`config.mk`:
```
export PLATFORM = sky130hd
export DESIGN_NAME = mod3_arbiter
export DESIGN_NICKNAME = d
export VERILOG_FILES = /design/src/rtl/mod3_pkg.sv /design/src/rtl/mod3_rr_arb.sv /design/src/rtl/syn_mod3_32.sv /design/src/rtl/mod3_arbiter.sv
export SDC_FILE = /design/constraint.sdc
export NUM_CORES = 1
export LEC_CHECK = 0
export BUFFER_PORTS_ARGS = -buffer_cell sky130_fd_sc_hd__buf_2
export CAP_MARGIN = 40
export CORE_AREA = 2 2 87 89
export CTS_BUF_LIST = sky130_fd_sc_hd__clkbuf_8
export DETAILED_ROUTE_END_ITERATION = 6
export DIE_AREA = 0 0 89 91
export GPL_ROUTABILITY_DRIVEN = 0
export GPL_TIMING_DRIVEN = 1
export PLACE_DENSITY = 0.87
export SYNTH_ARGS = -nofsm -noshare
export SYNTH_HDL_FRONTEND = slang
export SYNTH_HIERARCHICAL = 1
export SYNTH_SLANG_ARGS = --single-unit
```
`constraint.sdc`:
```
create_clock -name clk -period 40.6 [get_ports clk]
set_input_delay 8.12 -clock clk [delete_from_list [all_inputs] [get_ports clk]]
set_output_delay 8.12 -clock clk [all_outputs]
set_load 0.02 [all_outputs]
```
`src/rtl/mod3_pkg.sv`:
```
// Shared types and widths for the mod-3 residue arbiter.
// Combinational helpers only; no latency.
// No flow control of its own.
package mod3_pkg;

   localparam int MOD3_W   = 2;
   localparam int WORD_W   = 32;
   localparam int BEATS_W  = 8;
   localparam int ID_MAX_W = 3;

   typedef enum logic {
      IDLE = 1'b0,
      LOCK = 1'b1
   } mod3_state_e;

   typedef struct packed {
      logic [ID_MAX_W-1:0] id;
      logic [MOD3_W-1:0]   mod;
      logic [BEATS_W-1:0]  beats;
   } mod3_rsp_t;

   function automatic logic [BEATS_W-1:0] sat_inc(input logic [BEATS_W-1:0] v);
      return (&v) ? v : v + 1'b1;
   endfunction

endpackage

```
`src/rtl/mod3_rr_arb.sv`:
```
// Round-robin arbiter: first requester at or after ptr, wrapping.
// Combinational, zero latency.
// No flow control; caller gates the grant.
module mod3_rr_arb #(
   parameter int N  = 4,
   parameter int IW = $clog2(N)
) (
   input  logic [N-1:0]  req,
   input  logic [IW-1:0] ptr,
   output logic [N-1:0]  gnt,
   output logic [IW-1:0] idx,
   output logic          any
);

   logic [N-1:0] hi;
   logic         found;

   always_comb begin
      hi    = '0;
      idx   = '0;
      found = 1'b0;
      for (int i = 0; i < N; i++) begin
         hi[i] = req[i] && (IW'(i) >= ptr);
      end
      // Lowest request at/after ptr wins, else wrap to lowest overall.
      for (int i = 0; i < N; i++) begin
         if (!found && hi[i]) begin
            found = 1'b1;
            idx   = IW'(i);
         end
      end
      for (int i = 0; i < N; i++) begin
         if (!found && req[i]) begin
            found = 1'b1;
            idx   = IW'(i);
         end
      end
      any = |req;
      gnt = any ? (N'(1) << idx) : '0;
   end

endmodule

```
`src/rtl/syn_mod3_32.sv`:
```
// Residue of an unsigned WIDTH-bit value modulo 3.
// Purely combinational, zero latency.
// No flow control.
module syn_mod3_32 #(
   parameter int WIDTH = 32
) (
   input  logic [WIDTH-1:0] val,
   output logic [1:0]       res
);

   localparam int PW = WIDTH + (WIDTH % 2);

   logic [PW-1:0] padded;
   logic [2:0]    s;
   logic [1:0]    r;

   // 4 == 1 mod 3, so each 2-bit digit contributes its own value.
   always_comb begin
      padded            = '0;
      padded[WIDTH-1:0] = val;
      s                 = 3'd0;
      r                 = 2'd0;
      for (int i = 0; i < PW / 2; i++) begin
         s = 3'(r) + 3'(padded[2*i +: 2]);
         if (s >= 3'd3) s = s - 3'd3;
         r = s[1:0];
      end
   end

   assign res = r;

endmodule

```
`src/rtl/mod3_arbiter.sv`:
```
// Shares one mod-3 datapath among NREQ packet streams, locking the grant per packet.
// Response registered one cycle after the last beat; one beat per cycle.
// A held response (rsp_valid && !rsp_ready) blocks every req_ready.
module mod3_arbiter
   import mod3_pkg::*;
#(
   parameter int NREQ = 4,
   parameter int IDW  = $clog2(NREQ)
) (
   input  logic                          clk,
   input  logic                          rst_n,
   input  logic [NREQ-1:0]               req_valid,
   input  logic [NREQ-1:0][WORD_W-1:0]   req_data,
   input  logic [NREQ-1:0]               req_last,
   output logic [NREQ-1:0]               req_ready,
   output logic                          rsp_valid,
   input  logic                          rsp_ready,
   output logic [IDW-1:0]                rsp_id,
   output logic [MOD3_W-1:0]             rsp_mod,
   output logic [BEATS_W-1:0]            rsp_beats
);

   mod3_state_e         state, state_nxt;
   logic [IDW-1:0]      owner, rr_ptr, cur_idx, arb_idx;
   logic [NREQ-1:0]     arb_gnt;
   logic                arb_any, cur_vld, cur_last, stall, xfer;
   logic [WORD_W-1:0]   cur_dat;
   logic [MOD3_W-1:0]   acc, acc_in, word_mod, acc_nxt;
   logic [BEATS_W-1:0]  beats, beats_nxt;
   mod3_rsp_t           rsp_q;

   mod3_rr_arb #(.N(NREQ), .IW(IDW)) u_arb (
      .req (req_valid),
      .ptr (rr_ptr),
      .gnt (arb_gnt),
      .idx (arb_idx),
      .any (arb_any)
   );

   assign stall = rsp_valid && !rsp_ready;

   always_comb begin
      cur_idx   = (state == LOCK) ? owner : arb_idx;
      cur_vld   = (state == LOCK) ? req_valid[cur_idx] : arb_any;
      cur_dat   = req_data[cur_idx];
      cur_last  = req_last[cur_idx];
      xfer      = cur_vld && !stall;
      acc_in    = (state == LOCK) ? acc : '0;
      beats_nxt = sat_inc((state == LOCK) ? beats : '0);
      req_ready = '0;
      if (rst_n && !stall) begin
         req_ready = (state == LOCK) ? ({{(NREQ-1){1'b0}}, cur_vld} << owner) : arb_gnt;
      end
   end

   syn_mod3_32 #(.WIDTH(WORD_W)) u_word_mod (
      .val (cur_dat),
      .res (word_mod)
   );

   // 2^32 == 1 mod 3, so the running residue folds with each word residue.
   syn_mod3_32 #(.WIDTH(2*MOD3_W)) u_comb_mod (
      .val ({acc_in, word_mod}),
      .res (acc_nxt)
   );

   always_comb begin
      state_nxt = state;
      case (state)
         IDLE:    if (xfer && !cur_last) state_nxt = LOCK;
         LOCK:    if (xfer && cur_last)  state_nxt = IDLE;
         default: state_nxt = IDLE;
      endcase
   end

   always_ff @(posedge clk or negedge rst_n) begin
      if (!rst_n) state <= IDLE;
      else        state <= state_nxt;
   end

   always_ff @(posedge clk or negedge rst_n) begin
      if (!rst_n) begin
         rsp_valid <= 1'b0;
         rsp_q     <= '0;
         rr_ptr    <= '0;
         owner     <= '0;
         acc       <= '0;
         beats     <= '0;
      end else begin
         if (rsp_valid && rsp_ready) rsp_valid <= 1'b0;
         if (xfer) begin
            if (cur_last) begin
               rsp_valid   <= 1'b1;
               rsp_q.id    <= ID_MAX_W'(cur_idx);
               rsp_q.mod   <= acc_nxt;
               rsp_q.beats <= beats_nxt;
               rr_ptr      <= (cur_idx == IDW'(NREQ-1)) ? '0 : cur_idx + 1'b1;
               acc         <= '0;
               beats       <= '0;
            end else begin
               owner <= cur_idx;
               acc   <= acc_nxt;
               beats <= beats_nxt;
            end
         end
      end
   end

   assign rsp_id    = IDW'(rsp_q.id);
   assign rsp_mod   = rsp_q.mod;
   assign rsp_beats = rsp_q.beats;

endmodule

```
# ---- Word-level counts from Yosys, hierarchy flattened
# Index checks and enable logic that the tools add are counted.
dict set report totals {
  ff_bits 28
  input_bits 139
  out_inout_bits 17
}
dict set report op_classes {
  n_addsub 36
  n_lt_le_gt_ge 23
  eq_ne 1
  shift 2
  n_mux 55
  bitwise_logic 2
  reduce_logical 31
}
# op n
set ops {}
lappend ops {{32-bit binary-select mux with 2-bit select} 1}
lappend ops {{2-bit two-way mux} 28}
lappend ops {{2-bit by 2-bit adder with 3-bit output} 16}
lappend ops {{3-bit by 2-bit >= comparator with 1-bit output (second input constant)} 16}
lappend ops {{2-bit subtractor (second input constant)} 18}
lappend ops {{32-bit two-way mux} 1}
lappend ops {{8-bit two-way mux} 3}
lappend ops {{1-bit logical AND} 17}
lappend ops {{1-bit two-way mux} 16}
lappend ops {{4-bit two-way mux} 3}
lappend ops {{1-bit logical NOT} 10}
lappend ops {{8-bit by 1-bit adder with 8-bit output (second input constant)} 1}
lappend ops {{8-bit AND reduction} 1}
lappend ops {{1-bit binary-select mux with 2-bit select} 2}
lappend ops {{1-bit by 2-bit >= comparator with 1-bit output (first input constant)} 2}
lappend ops {{2-bit >= comparator (first input constant)} 2}
lappend ops {{2-bit >= comparator (second input constant)} 2}
lappend ops {{2-bit AND reduction} 2}
lappend ops {{4-bit OR reduction} 1}
lappend ops {{1-bit by 2-bit << shifter with 4-bit output} 1}
lappend ops {{1-bit by 2-bit << shifter with 4-bit output (first input constant)} 1}
lappend ops {{2-bit by 3-bit less-than comparator with 1-bit output (second input constant)} 1}
lappend ops {{2-bit by 1-bit adder with 2-bit output (second input constant)} 1}
lappend ops {{2-bit equality test (second input constant)} 1}
lappend ops {{other kinds (2)} 3}

# ---- Logic depth before layout (Yosys ltp)
dict set report depth {
  ltp_word 80
  mapped_depth 89
  mapped_depth_nobuf 88
}

# ---- Cells and area by module
# The synthesis kept the hierarchy.
# mod n_inst cells_each area_each_um2 seq_area_each_um2
set modules_own_cells {}
lappend modules_own_cells {mod3_arbiter 1 192 2356.0 700.7}
lappend modules_own_cells {{syn_mod3_32 at u_word_mod} 1 120 1174.9 0.0}
lappend modules_own_cells {mod3_rr_arb 1 32 201.4 0.0}
lappend modules_own_cells {{syn_mod3_32 at u_comb_mod} 1 9 90.1 0.0}

# ---- Worst setup path after synthesis
# No wires, ideal clock.
dict set report synth_timing {
  path_type {input-to-reg}
  from {input req_valid[0]}
  to {register rsp_q (netlist bit rsp_mod[1])}
  t_arrival_ps 32108
  t_required_ps 40472
  slack_ps 8364
  stages 88
  path_cell_list {buf_2 -> a21oi_1 -> o21ai_0 -> o2bb2a_1 -> mux2i_2 -> clkbuf_1 -> mux4_2 -> fa_1 -> ha_1 -> or4b_1 -> o21ai_0 -> ha_1 -> fa_1 -> ha_1 -> or4b_1 -> o21ai_0 -> ha_1 -> fa_1 -> (+52 left out) -> o21ai_0 -> ha_1 -> fa_1 -> ha_1 -> or4b_1 -> o21ai_0 -> ha_1 -> fa_1 -> ha_1 -> or3_1 -> a21oi_1 -> nor2b_1 -> ha_1 -> fa_1 -> ha_1 -> or3_4 -> o21a_1 -> mux2_1}
}
dict set report synth_via {
  elab_cells_between_ends 110
  cone_classes {34 x add/sub; 18 x order compare; 40 x mux; 18 x reduce/logical}
}
# element line
set synth_lines {}
lappend synth_lines {{start, declared} mod3_arbiter.sv:12} ;# input logic [NREQ-1:0] req_valid,
lappend synth_lines {{1-bit logical AND} mod3_rr_arb.sv:23} ;# hi[i] = req[i] && (IW'(i) >= ptr);
lappend synth_lines {{1-bit two-way mux} mod3_rr_arb.sv:27} ;# if (!found && hi[i]) begin
lappend synth_lines {{1-bit logical NOT} mod3_rr_arb.sv:27}
lappend synth_lines {{1-bit logical AND} mod3_rr_arb.sv:27}
lappend synth_lines {{1-bit two-way mux} mod3_rr_arb.sv:27}
lappend synth_lines {{1-bit logical NOT} mod3_rr_arb.sv:27}
lappend synth_lines {{1-bit logical AND} mod3_rr_arb.sv:27}
lappend synth_lines {{1-bit two-way mux} mod3_rr_arb.sv:27}
lappend synth_lines {{(+15 left out)} -}
lappend synth_lines {{named net arb_idx[1]} mod3_arbiter.sv:24} ;# logic [IDW-1:0] owner, rr_ptr, cur_idx, arb_idx;
lappend synth_lines {{(+3 left out)} -}
lappend synth_lines {{named net cur_dat[3]} mod3_arbiter.sv:27} ;# logic [WORD_W-1:0] cur_dat;
lappend synth_lines {{(+44 left out)} -}
lappend synth_lines {{2-bit two-way mux *} syn_mod3_32.sv:25} ;# if (s >= 3'd3) s = s - 3'd3;
lappend synth_lines {{named net word_mod[0]} mod3_arbiter.sv:28} ;# logic [MOD3_W-1:0] acc, acc_in, word_mod, acc_nxt;
lappend synth_lines {{2-bit subtractor / 2-bit >= comparator (equally long branches)} syn_mod3_32.sv:25}
lappend synth_lines {{2-bit two-way mux *} syn_mod3_32.sv:25}
lappend synth_lines {{2-bit by 2-bit adder with 3-bit output *} syn_mod3_32.sv:24} ;# s = 3'(r) + 3'(padded[2*i +: 2]);
lappend synth_lines {{3-bit by 2-bit >= comparator with 1-bit output / 2-bit subtractor (equally long branches)} syn_mod3_32.sv:25}
lappend synth_lines {{2-bit two-way mux *} syn_mod3_32.sv:25}
lappend synth_lines {{named net acc_nxt[1]} mod3_arbiter.sv:28}
lappend synth_lines {{end, declared} mod3_arbiter.sv:30} ;# mod3_rsp_t rsp_q;
# Mark *: on every way through the listed nets, which the timed path passes. The rest lies on a longest branch. The select of a mux whose other input is x is not followed.
# A chain may end at the register's enable or synchronous reset.

# ---- Worst setup path after layout
dict set report layout_timing {
  from {input req_valid[0]}
  to {register rsp_q (netlist bit rsp_mod[1])}
}
dict set report layout_via {
  elab_chain_len 78
  elab_cells_between_ends 110
  cone_classes {34 x add/sub; 18 x order compare; 40 x mux; 18 x reduce/logical}
}
# element line
set layout_lines {}
lappend layout_lines {{1-bit logical AND} mod3_rr_arb.sv:23}
lappend layout_lines {{1-bit two-way mux} mod3_rr_arb.sv:27}
lappend layout_lines {{1-bit logical NOT} mod3_rr_arb.sv:27}
lappend layout_lines {{1-bit logical AND} mod3_rr_arb.sv:27}
lappend layout_lines {{1-bit two-way mux} mod3_rr_arb.sv:27}
lappend layout_lines {{1-bit logical NOT} mod3_rr_arb.sv:27}
lappend layout_lines {{1-bit logical AND} mod3_rr_arb.sv:27}
lappend layout_lines {{1-bit two-way mux} mod3_rr_arb.sv:27}
lappend layout_lines {{(+15 left out)} -}
lappend layout_lines {{named net arb_idx[1]} mod3_arbiter.sv:24}
lappend layout_lines {{(+3 left out)} -}
lappend layout_lines {{named net cur_dat[0]} mod3_arbiter.sv:27}
lappend layout_lines {{(+46 left out)} -}
lappend layout_lines {{2-bit two-way mux *} syn_mod3_32.sv:25}
lappend layout_lines {{named net word_mod[0]} mod3_arbiter.sv:28}
lappend layout_lines {{2-bit subtractor / 2-bit >= comparator (equally long branches)} syn_mod3_32.sv:25}
lappend layout_lines {{2-bit two-way mux *} syn_mod3_32.sv:25}
lappend layout_lines {{2-bit by 2-bit adder with 3-bit output *} syn_mod3_32.sv:24}
lappend layout_lines {{3-bit by 2-bit >= comparator with 1-bit output / 2-bit subtractor (equally long branches)} syn_mod3_32.sv:25}
lappend layout_lines {{2-bit two-way mux *} syn_mod3_32.sv:25}
lappend layout_lines {{named net acc_nxt[1]} mod3_arbiter.sv:28}
# Marks and branches as above.

==> results.md <==
* DR pass1 iterations at 4
* Die width at 89 um
* Worst rel slew slack at 0.434
* Placeable Area at ~0.0071 mm2
* Max incr delay on CP at ~0.55 ns
* Synth warn at 6
* MaxCap Viol Count at 0
* HP Class: register to register
* DR iter-0 viols at between 200 and 250
* Fin Clk Skew at 0.00165 ns
* Seq/Total Area, Yosys at 0.183
* Kind of end point of the critical path: register
* Wire length per cell at between 15 and 20 um
* Num rows at 31
* Die area at around 0.0081 mm2
* PortBufs at approximately 160
* Slowest-stage cell, CP: mux2i_4
* IO Count at roughly 160
* Vias at 3672
* FMAX at around 0.029 GHz
* Count of cell types in the netlist at 60
* Initial antenna violation count at 0
* Area grow syn2layout at 23.3%
* Post-synth top flop: dfrtp_1
* Post-DP HPWL at approximately 8.4 mm
* Hold Vio Cnt, Final at 0
* Setup TNS Final at 0 ns
* Mean Syn Cell Area at ~11 um2
* Via-per-instance ratio at slightly above 6
* Count of final setup violators at 0
* Reg clk slew, reported paths at approximately 0.090 ns
* CP most frequent cell: ha_1
* Routed Antenna Nets at 0
* CP Launch Type: input port
* Flop2flop setup slack at between 10 and 15 ns
* CP Max Fanout at 21
* Die height at just over 90 um
* Fillers at 589
* All-layer global routing usage at 0.251
* DRC Markers at 0
* Worst Max-Slew Pin Slew at about 0.85 ns
* Worst skew pair latency at 0.28 ns
* Synth Cell Area at 0.00382 mm2
* Overflow after GRT at 0
* Fin nets at 685
* Status: complete, no violations
* Share of cells above drive strength 1 at 0.431
* Commonest cells after routing, fill and taps aside: 155 x buf_2, 33 x mux4_2, 33 x ha_1, 28 x dfrtp_1, 25 x nor2_1
* RSZ-0062 raised after global routing: false
* Critical Path RT at between 40 and 50 ns
* Largest net degree at the start of global routing at 33
* #FFs+latches synth at 28
* Vias in the first global route at ~3700
* CTS tree: built
* Commonest non-fill, non-tap cell in the layout: buf_2
* Clock period minus final worst setup slack at 34.29 ns
* Initial Util at 0.536
* Max Root-Sink Buffers at 2
* Hold Buf Count CTS at 0
* Antenna Cells at 0
* Synth Instances at around 350
* Cts bufs inserted at 3
* Tcrit/Tclk final at 0.845
* Gates resized, CTS repair at 0
* Clock root buffer: clkbuf_8
* Critical path class: input port to register
* First-pass GRT wire length at around 16 mm
* Routed WL at 10.4 mm
* Synth async-reset ratio at 1.00
* Setup bufs post-CTS at 0
* Total number of H-tree levels at 1
* Syn_nets at around 540
* CP arrival at 34.46 ns
* Max-slew violations at 0
* CTS Sinks at 28
* Number of flops mapped to enable cells by yosys at 0
## cells in the mapped netlist (8+ instances only)
cell type / instances / area, um2
a21oi_1: 24 / 120
a31oi_1: 8 / 50.1
dfrtp_1: 28 / 701
fa_1: 16 / 320
ha_1: 33 / 413
mux4_2: 33 / 743
nand2_1: 10 / 37.5
nor2_1: 25 / 93.8
nor2b_1: 12 / 75.1
nor3_1: 20 / 100
o21ai_0: 18 / 90.1
o32a_1: 13 / 130
or4b_1: 13 / 130
## metrics by stage
stage | area [um2] | utilization | instances | hold slack [ns] | setup slack (ns)
after floorplan | 3820 | - | 353 | 0.514 | 8.36
after global placement | 4640 | 0.650 | 591 | 0.458 | 7.12
after detailed placement | 4640 | 0.650 | 591 | 0.475 | 6.24
after CTS | 4710 | 0.660 | 595 | 0.499 | 6.41
after global routing | 4710 | 0.660 | 595 | 0.530 | 5.12
final | 4710 | 0.660 | 595 | 0.497 | 6.31
## critical path: cells and delay by family
kind                       cells  cell delay, ns
muxes                          3            1.19
buffers and inverters          2            0.58
AOI/OAI and AO/OA             19            2.28
adders and majority gates     48           14.23
and+or+nand+nor               18            8.05
## sequential cells by signal (all words and copies together) (netlist names), named ones only
| name | cells |
|---|---|
| rsp_id | 2 |
| rsp_valid | 1 |
| acc | 2 |
| owner | 2 |
| rsp_beats | 8 |
| rsp_mod | 2 |
| rr_ptr | 2 |
| beats | 8 |
## metal layers
metal,GRT usage,share of wire,vias to the layer above
li1,-,-,1705
met1,0.288,0.38,1788
met2,0.470,0.53,156
met3,0.0300,0.066,23
met4,0.0808,0.024,0
met5,0,0,-
## final timing paths
path | start | endpoint | cells past startpoint
max | req_valid[0] | rsp_mod[1]$_DFFE_PN0P_ | 90
min | rsp_beats[5]$_DFFE_PN0P_ | rsp_beats[5]$_DFFE_PN0P_ | 1
max reg2reg | rr_ptr[1]$_DFFE_PN0P_ | rsp_mod[1]$_DFFE_PN0P_ | 89
min reg2reg | rsp_beats[5]$_DFFE_PN0P_ | rsp_beats[5]$_DFFE_PN0P_ | 1
max in group asynchronous | rst_n | rsp_beats[2]$_DFFE_PN0P_ | 1
min in group asynchronous | rst_n | acc[1]$_DFFE_PN0P_ | 1
## final cells by class
type,count,area [um2],area share
inverters,7,26.3,0.00557
flip-flops and latches,28,701,0.149
repair buffers,159,806,0.171
clock buffers,3,41.3,0.00876
well taps,99,124,0.0263
clock inverters,1,30.0,0.00637
multi-input cells,298,2990,0.633
## logic make-up (layout without fill, tap and decap cells)
group / count (synthesis) / count (layout) / synth area share
mux: 49 / 49 / 0.249
simple gates: 105 / 105 / 0.157
buf+inv: 27 / 170 / 0.0380
compound gates: 94 / 94 / 0.178
fa+ha+maj: 49 / 49 / 0.192
xor+xnor: 1 / 1 / 0.00229
flops: 28 / 28 / 0.183
Power is not shown: default switching activity piles up to over one toggle a cycle in this logic, so the estimate is an artifact.
